**src/rtl/dfe_pkg.sv**
```systemverilog
// Shared types and helpers for the notch-filter chain output sink.
// Stage bit indices match the order of the per-stage saturation flag vectors.
package dfe_pkg;

    localparam int DFE_DATA_W = 16;

    localparam int STG_2_4MHZ = 0;
    localparam int STG_1MHZ   = 1;

    // Layout of one FIFO entry at the default sample width; the sink uses {sat, data}.
    typedef struct packed {
        logic                  sat;
        logic [DFE_DATA_W-1:0] data;
    } sink_entry_t;

    // One extra pointer bit distinguishes full from empty.
    function automatic int ptr_width(input int depth);
        return $clog2(depth) + 1;
    endfunction

endpackage

```
**src/rtl/dfe_sync_fifo.sv**
```systemverilog
// Generic single-clock FIFO, first-word fall-through read, read data masked to 0 when empty.
// Latency: write visible on rd_data the cycle after push; no internal backpressure (caller gates push).
module dfe_sync_fifo
    import dfe_pkg::*;
#(
    parameter int WIDTH = 17,
    parameter int DEPTH = 8,
    localparam int PW   = ptr_width(DEPTH)
) (
    input  logic             clk,
    input  logic             rst,
    input  logic             push,
    input  logic             pop,
    input  logic [WIDTH-1:0] wr_data,
    output logic [WIDTH-1:0] rd_data,
    output logic             full,
    output logic             empty,
    output logic [PW-1:0]    level
);

    localparam int AW = PW - 1;

    logic [WIDTH-1:0] mem [DEPTH];
    logic [PW-1:0]    wr_ptr;
    logic [PW-1:0]    rd_ptr;

    // Storage has no reset; the read port is masked while empty instead.
    always_ff @(posedge clk) begin
        if (push) begin
            mem[wr_ptr[AW-1:0]] <= wr_data;
        end
    end

    always_ff @(posedge clk or posedge rst) begin
        if (rst) begin
            wr_ptr <= '0;
            rd_ptr <= '0;
        end else begin
            if (push) wr_ptr <= wr_ptr + 1'b1;
            if (pop)  rd_ptr <= rd_ptr + 1'b1;
        end
    end

    assign empty   = (wr_ptr == rd_ptr);
    assign full    = (wr_ptr[AW] != rd_ptr[AW]) && (wr_ptr[AW-1:0] == rd_ptr[AW-1:0]);
    assign level   = wr_ptr - rd_ptr;
    assign rd_data = empty ? '0 : mem[rd_ptr[AW-1:0]];

endmodule

```
**src/rtl/dfe_stream_sink.sv**
```systemverilog
// Captures filter-chain samples plus saturation flags into a FIFO and presents them on ready/valid.
// Latency 1 cycle to m_valid; upstream cannot stall, so samples arriving on a full FIFO are dropped.
// Statistics (drop/sat counters, sticky flags) exist only when DFE_SINK_STATS_EN is defined.
module dfe_stream_sink
    import dfe_pkg::*;
#(
    parameter int DATA_WIDTH = 16,
    parameter int FIFO_DEPTH = 8,
    parameter int CNT_WIDTH  = 16,
    localparam int LW        = ptr_width(FIFO_DEPTH)
) (
    input  logic                  clk,
    input  logic                  rst,
    input  logic                  valid_in,
    input  logic [DATA_WIDTH-1:0] data_in,
    input  logic [1:0]            ovf_in,
    input  logic [1:0]            udf_in,
    output logic                  m_valid,
    input  logic                  m_ready,
    output logic [DATA_WIDTH-1:0] m_data,
    output logic                  m_sat,
    output logic [LW-1:0]         fifo_level,
    output logic                  drop_pulse,
    input  logic                  clr_stats,
    output logic [CNT_WIDTH-1:0]  drop_count,
    output logic [CNT_WIDTH-1:0]  sat_count,
    output logic [1:0]            sticky_ovf,
    output logic [1:0]            sticky_udf
);

    logic                full;
    logic                empty;
    logic                push;
    logic                pop;
    logic                drop;
    logic                sat;
    logic [DATA_WIDTH:0] wr_entry;
    logic [DATA_WIDTH:0] rd_entry;

    assign sat  = ovf_in[STG_2_4MHZ] | ovf_in[STG_1MHZ] | udf_in[STG_2_4MHZ] | udf_in[STG_1MHZ];
    assign pop  = !empty && m_ready;
    // A pop frees the slot in the same cycle, so a full FIFO can still accept.
    assign push = valid_in && (!full || pop);
    assign drop = valid_in && full && !pop;

    assign wr_entry = {sat, data_in};

    dfe_sync_fifo #(
        .WIDTH (DATA_WIDTH + 1),
        .DEPTH (FIFO_DEPTH)
    ) u_fifo (
        .clk     (clk),
        .rst     (rst),
        .push    (push),
        .pop     (pop),
        .wr_data (wr_entry),
        .rd_data (rd_entry),
        .full    (full),
        .empty   (empty),
        .level   (fifo_level)
    );

    assign m_valid = !empty;
    assign m_sat   = rd_entry[DATA_WIDTH];
    assign m_data  = rd_entry[DATA_WIDTH-1:0];

    always_ff @(posedge clk or posedge rst) begin
        if (rst) begin
            drop_pulse <= 1'b0;
        end else begin
            drop_pulse <= drop;
        end
    end

`ifdef DFE_SINK_STATS_EN
    // Clear takes priority; counters stick at all-ones rather than wrapping.
    always_ff @(posedge clk or posedge rst) begin
        if (rst) begin
            drop_count <= '0;
            sat_count  <= '0;
            sticky_ovf <= '0;
            sticky_udf <= '0;
        end else if (clr_stats) begin
            drop_count <= '0;
            sat_count  <= '0;
            sticky_ovf <= '0;
            sticky_udf <= '0;
        end else begin
            if (drop && (drop_count != '1)) drop_count <= drop_count + 1'b1;
            if (push && sat && (sat_count != '1)) sat_count <= sat_count + 1'b1;
            if (valid_in) begin
                sticky_ovf <= sticky_ovf | ovf_in;
                sticky_udf <= sticky_udf | udf_in;
            end
        end
    end
`else
    logic unused_clr_stats;
    assign unused_clr_stats = clr_stats;
    assign drop_count = '0;
    assign sat_count  = '0;
    assign sticky_ovf = '0;
    assign sticky_udf = '0;
`endif

endmodule

```
**config.mk**
```make
export PLATFORM = sky130hd
export DESIGN_NAME = dfe_stream_sink
export DESIGN_NICKNAME = d
export VERILOG_FILES = /design/src/rtl/dfe_pkg.sv /design/src/rtl/dfe_sync_fifo.sv /design/src/rtl/dfe_stream_sink.sv
export SDC_FILE = /design/constraint.sdc
export NUM_CORES = 1
export LEC_CHECK = 0
export BUFFER_PORTS_ARGS = -buffer_cell sky130_fd_sc_hd__buf_4
export CAP_MARGIN = 20
export CORE_MARGIN = 2
export CORE_UTILIZATION = 40
export DETAILED_ROUTE_END_ITERATION = 12
export PLACE_DENSITY_LB_ADDON = 0.1
export SLEW_MARGIN = 25
export SYNTH_ARGS = -nofsm -noshare
export SYNTH_HDL_FRONTEND = slang
export SYNTH_SLANG_ARGS = --single-unit
```
**constraint.sdc**
```tcl
create_clock -name clk -period 6.65 [get_ports clk]
set_input_delay 0.665 -clock clk [delete_from_list [all_inputs] [get_ports clk]]
set_output_delay 0.665 -clock clk [all_outputs]
set_load 0.02 [all_outputs]
```
==> results of run 1 <==
-- cells in the final DEF (no fill, tap or decap), drive strengths merged, types with 2 or more instances in the layout --
| cell | Yosys | routed |
|---|---|---|
| clkinvlp | 0 | 2 |
| ha | 5 | 5 |
| conb | 1 | 36 |
| clkinv | 0 | 6 |
| nand3 | 21 | 21 |
| mux4 | 34 | 34 |
| inv | 26 | 26 |
| dfrtp | 9 | 9 |
| xnor2 | 8 | 8 |
| nand2 | 6 | 6 |
| o21ai | 17 | 17 |
| nor2 | 7 | 7 |
| bufinv | 0 | 3 |
| buf | 42 | 57 |
| edfxtp | 136 | 136 |
| mux2 | 2 | 2 |
| clkbuf | 7 | 21 |
| nor3 | 2 | 2 |
-- power by group through the flow --
stage               clock network [µW]  logic [µW]  registers [µW]
floorplan                            0         942            1220
global placement                     0        1330            1250
detailed placement                   0        1350            1250
CTS                                970        1350            1240
global route                      1010        1430            1250
finish                             951        1310            1240
-- logic make-up after synthesis --
logic type / Yosys count / synth area share (%)
buffers and inverters: 75 / 8.287
xor gates and xnor gates: 9 / 1.402
DFF: 145 / 69.96
and+or+nand+nor: 41 / 3.453
muxes: 36 / 13.65
AOI/OAI and AO/OA: 20 / 1.848
adders and majority gates: 6 / 1.341
other: 1 / 0.06088
-- flip-flops by register name, summed over array words and instances (netlist names) --
signal / flops
drop_pulse: 1
u_fifo.rd_ptr: 4
u_fifo.wr_ptr: 4
u_fifo.mem: 136
-- worst register-to-register path, delay by kind of cell (launching register included) --
kind          cells  cell delay, ns
simple gates      4            1.25
flops             1            0.99
buf+inv           2            0.55
fa+ha+maj         1            0.41
-- cell type report --
cell class | count | area (µm²)
sequential | 145 | 4310
inverter | 26 | 97.59
clock buffer | 21 | 460.4
fill | 1286 | 7984
clock inverter | 11 | 138.9
tap | 188 | 235.2
multi-input combinational | 148 | 1491
timing repair buffer | 57 | 427.9
-- path summary, 6_finish.rpt --
check / start / end / slack, ns / depth (start not counted)
min in group clk: data_in[11] / u_fifo.mem[2][11]$_DFFE_PP_ / 0.49 / 1
max reg2reg: u_fifo.rd_ptr[2]$_DFFE_PP0P_ / u_fifo.mem[0][5]$_DFFE_PP_ / 3.15 / 7
max: u_fifo.rd_ptr[2]$_DFFE_PP0P_ / m_data[7] / 2.60 / 7
max in group asynchronous: rst / u_fifo.rd_ptr[0]$_DFFE_PP0P_ / 6.16 / 2
min reg2reg: u_fifo.wr_ptr[3]$_DFFE_PP0P_ / u_fifo.wr_ptr[3]$_DFFE_PP0P_ / 0.53 / 1
min: rst / u_fifo.rd_ptr[1]$_DFFE_PP0P_ / 0.22 / 2
-- through the flow --
step	area, µm²	util, %
final	7162	47.29
after global routing	7162	47.29
after CTS	7162	47.29
after detailed placement	6563	43.33
after global placement	6563	43.33
after floorplan	6291	-
-- metal layers --
metal	global-route usage (%)	vias up	routed length, µm	part of all wire, %
met2	23.62	96	5356	46
met5	0	-	0	0
met3	3.297	13	524	4.5
li1	-	1344	-	-
met1	21.70	1488	5472	47
met4	5.236	0	182	1.6
==> results.json, run 1 <==
{
  "start_util_pct": 40.67,
  "synthArstFlopShare_pct": 6.207,
  "period_needed_ns": 4.049,
  "finalMaxSlewViolations": 0,
  "setup_tns_ns": 0,
  "cts_htree_levels": 4,
  "fraction_of_synthesized_cell_area_taken_by_the_top_area_cell_type_pct": 66.30,
  "cts_root_cell": "sky130_fd_sc_hd__clkbuf_16",
  "drtIter0Drc": 259,
  "first_global_vias": 3000,
  "synthCells": 333,
  "p_per_area_nw_per_um2": 488.6,
  "yosysSeqAreaShare_pct": 69.96,
  "switching_share_pct": 33.62,
  "grt_usage_pct": 15.29,
  "detail_route.wirelength_um": 11540,
  "crit_path_top_delay_cell": "sky130_fd_sc_hd__dfrtp_1",
  "critPathLaunchType": "flop",
  "maxSlewHeadroom_pct": 34.20,
  "cp.required_ns": 5.98,
  "sequential_power_share_pct": 35.3,
  "numPortBuffers": 46,
  "globalplace.congestion": 0.6456,
  "clock.fmax_mhz": 247.0,
  "timing.hold.worst.class": "in -> async",
  "clkPwrFrac_pct": 27.2,
  "final-setup-viol-count": 0,
  "instances_no_fill": 596,
  "power.share.combinational_pct": 37.5,
  "cpLargestDelayFamily": "flip-flops",
  "worst-slew-pin-transition_ns": 0.9869,
  "timing.hold.ws_ns": 0.2178,
  "die_height_um": 128.1,
  "numCtsBuffers": 17,
  "worst-endpoint-arrival_ns": 3.38,
  "ctsHoldBuffers": 0,
  "power.static_leakage_uw": 0.002633,
  "viasPerCell": 4.935,
  "core-area_um2": 15150,
  "hold_viol": 0,
  "area.growth.synth_to_final_pct": 16.27,
  "placed_cells": 564,
  "critical_path_class": "reg -> out",
  "status": "complete, no violations",
  "crit_path_cell_trace": "inv_1 > ha_1 > nand4_1 > buf_4 > nand2_2 > o21ai_0 > buf_4",
  "place_worst_setup_slack_ns": 2.945,
  "post_cts.repair.setup_buffers": 0,
  "skew_ns": 0.005981,
  "num_io_pins": 84,
  "ir_drop_mv": 0.2805,
  "cp_slowest_stage_delay_ns": 0.99,
  "drt-wirelength-per-cell_um": 19.35,
  "grt_overflow_total": 0,
  "synth_top_cells_by_area": "sky130_fd_sc_hd__edfxtp_1 (66%), sky130_fd_sc_hd__mux4_2 (7.7%), sky130_fd_sc_hd__mux4_1 (5.5%)",
  "yosys.cell_types.count": 33,
  "cts-resized-gates": 0,
  "post_synth_edffs": 136,
  "library_cell_with_the_highest_instance_count_after_synthesis": "sky130_fd_sc_hd__edfxtp_1",
  "finish.net_count": 426,
  "final_antenna_net_count": 0,
  "post_route_cells_drive_above_1_share_pct": 29.90,
  "diodes": 0,
  "most_common_cell_on_crit_path": "sky130_fd_sc_hd__buf_4",
  "chipWidth_um": 128.1,
  "die_area_um2": 16410,
  "worst-path-buf-inv": 3,
  "hpwl_um": 6500,
  "crit_path_max_fanout": 22,
  "worstSetupEndpointType": "output port",
  "path_clk_slew_ns": 0.06,
  "grt_start_max_net_pins": 40,
  "worstSkewPairLatency_ns": 0.40,
  "layout_worst_path_cycle_share_pct": 60.89,
  "grt_setup_unrepaired": "no",
  "synthTopCellsByCount": "sky130_fd_sc_hd__edfxtp_1 (136), sky130_fd_sc_hd__buf_4 (36), sky130_fd_sc_hd__inv_1 (26)",
  "wire_length_of_the_first_global_routing_pass_um": 17880,
  "detail_route.first_pass.iterations": 4,
  "internal_power_uw": 2323,
  "synth_area_per_cell_um2": 18.50,
  "total_power_uw": 3499,
  "ys_ff_latch": 145,
  "clock_sinks": 145,
  "dr_total_vias": 2941,
  "synth.cell_area_um2": 6160,
  "cts_buffer_depth": 2,
  "synth_top_cell_by_area": "sky130_fd_sc_hd__edfxtp_1",
  "clock_tree_from_tritoncts": "yes",
  "drv.max_cap_violation_count": 0,
  "ys_dominant_reg_cell": "sky130_fd_sc_hd__edfxtp_1",
  "grt_antenna_before_repair": 0,
  "yosys_warnings": 0,
  "post-route-drc-count": 0,
  "rows": 45,
  "final_critical_path_setup_slack_ns": 2.601,
  "power.net_switching_uw": 1176
}
Power figures use the tool's default switching activity.
==> inputs of run 2 (changes only) <==
==> constraint.sdc (replaced) <==
create_clock -name clk -period 3.8 [get_ports clk]
set_input_delay 0.38 -clock clk [delete_from_list [all_inputs] [get_ports clk]]
set_output_delay 0.38 -clock clk [all_outputs]
set_load 0.02 [all_outputs]
==> results.json, run 2 (synthesized netlist as in run 1, its figures left out) <==
{
  "worst-path-buf-inv": 3,
  "chipWidth_um": 128.1,
  "area.growth.synth_to_final_pct": 15.03,
  "fillers": 1302,
  "placed_cells": 568,
  "timing.hold.worst.class": "in -> reg",
  "instances_no_fill": 599,
  "highest_count_cells_in_the_layout_ignoring_fill_and_taps": "sky130_fd_sc_hd__edfxtp_1 (136), sky130_fd_sc_hd__buf_4 (61), sky130_fd_sc_hd__conb_1 (36)",
  "worstSkewPairLatency_ns": 0.41,
  "worstSetupEndpointType": "output port",
  "crit_path_top_delay_cell": "sky130_fd_sc_hd__o21ai_0",
  "die_height_um": 128.1,
  "cts_buffer_depth": 2,
  "cts_root_cell": "sky130_fd_sc_hd__clkbuf_16",
  "rows": 45,
  "grt_antenna_before_repair": 0,
  "core-area_um2": 15150,
  "finish.net_count": 431,
  "status": "complete, no violations",
  "clock_sinks": 145,
  "cp.required_ns": 3.42,
  "detail_route.wirelength_um": 11650,
  "diodes": 0,
  "maxSlewHeadroom_pct": 52.01,
  "drv.max_cap_violation_count": 0,
  "numPortBuffers": 46,
  "skew_ns": 0.01464,
  "post_cts.repair.setup_buffers": 0,
  "worst-endpoint-arrival_ns": 2.61,
  "grt_setup_unrepaired": "no",
  "final_core_util_pct": 46.78,
  "cts_htree_levels": 4,
  "crit_path_cell_trace": "buf_4 > inv_1 > ha_1 > nand4_1 > nand2_2 > o21ai_0 > buf_4",
  "final-setup-viol-count": 0,
  "layout_worst_path_cycle_share_pct": 78.67,
  "ctsHoldBuffers": 1,
  "grt_usage_pct": 15.48,
  "start_util_pct": 40.67,
  "die_area_um2": 16410,
  "cpLargestDelayFamily": "buffers and inverters",
  "hold_viol": 0,
  "clock_tree_from_tritoncts": "yes",
  "largest_register_ffs": 136,
  "most_common_cell_on_crit_path": "sky130_fd_sc_hd__buf_4",
  "post-route-drc-count": 0,
  "period_needed_ns": 2.989,
  "critPathLaunchType": "flop",
  "total_power_uw": 5855,
  "drt-wirelength-per-cell_um": 19.44,
  "finalMaxSlewViolations": 0,
  "numCtsBuffers": 17,
  "wire_length_of_the_first_global_routing_pass_um": 18090,
  "grt_start_max_net_pins": 39,
  "drtIter0Drc": 166,
  "worst-slew-pin-transition_ns": 0.7198,
  "detail_route.first_pass.iterations": 5,
  "first_global_vias": 3090,
  "cts-resized-gates": 0,
  "grt_overflow_total": 0,
  "viasPerCell": 4.977,
  "timing.hold.ws_ns": 0.2062,
  "critical_path_class": "reg -> out",
  "final_antenna_net_count": 0,
  "ir_drop_mv": 0.4198,
  "post_route_cells_drive_above_1_share_pct": 28.71,
  "globalplace.congestion": 0.7351,
  "dr_total_vias": 2981,
  "clock.fmax_mhz": 334.5,
  "cp_slowest_stage_delay_ns": 0.39,
  "power.static_leakage_uw": 0.002603,
  "layout.cells.most_common": "sky130_fd_sc_hd__edfxtp_1",
  "p_per_area_nw_per_um2": 826.3,
  "path_clk_slew_ns": 0.05,
  "crit_path_max_fanout": 20,
  "hpwl_um": 6509,
  "num_io_pins": 84,
  "setup_tns_ns": 0
}
run 2: where the power goes:
group          internal, µW  switching (µW)  total (µW)
sequential             2030            87.5        2110
clock                   805             563        1370
combinational           994            1380        2370
total                  3830            2030        5850
run 2: final timing paths:
check | startpoint | end | slack, ns | cells after the start
worst max register to register | u_fifo.rd_ptr[2]$_DFFE_PP0P_ | u_fifo.mem[2][0]$_DFFE_PP_ | 1.31 | 8
worst max-delay path | u_fifo.rd_ptr[2]$_DFFE_PP0P_ | m_data[12] | 0.81 | 7
max in group asynchronous | rst | u_fifo.rd_ptr[0]$_DFFE_PP0P_ | 3.00 | 3
worst min register to register | u_fifo.wr_ptr[3]$_DFFE_PP0P_ | u_fifo.wr_ptr[3]$_DFFE_PP0P_ | 0.53 | 1
worst min-delay path | data_in[10] | u_fifo.mem[2][10]$_DFFE_PP_ | 0.21 | 1
min in group asynchronous | rst | u_fifo.wr_ptr[2]$_DFFE_PP0P_ | 0.51 | 3
run 2: cell type report:
class	count	area, µm²	share of cell area (%)
multi-input cells	148	1491	21.05
flip-flops and latches	145	4310	60.83
clock inverters	11	50.05	0.7063
repair buffers	62	467.9	6.604
well taps	188	235.2	3.320
clock buffers	19	432.9	6.110
inverters	26	97.59	1.377
run 2: per-stage QoR:
step / worst slack, ns / cell area (µm²)
2_1_floorplan: 0.6591 / 6291
3_3_place_gp: 1.228 / 6593
3_5_place_dp: 1.167 / 6593
4_1_cts: 0.7158 / 7086
5_1_grt: 0.5892 / 7086
6_report: 0.8107 / 7086
run 2: metal layers:
metal / global-route usage [%] / part of all wire, % / up-vias
li1: - / - / 1345
met1: 20.79 / 47 / 1535
met2: 24.47 / 48 / 93
met3: 3.339 / 3.5 / 8
met4: 6.852 / 1.0 / 0
met5: 0 / 0 / -
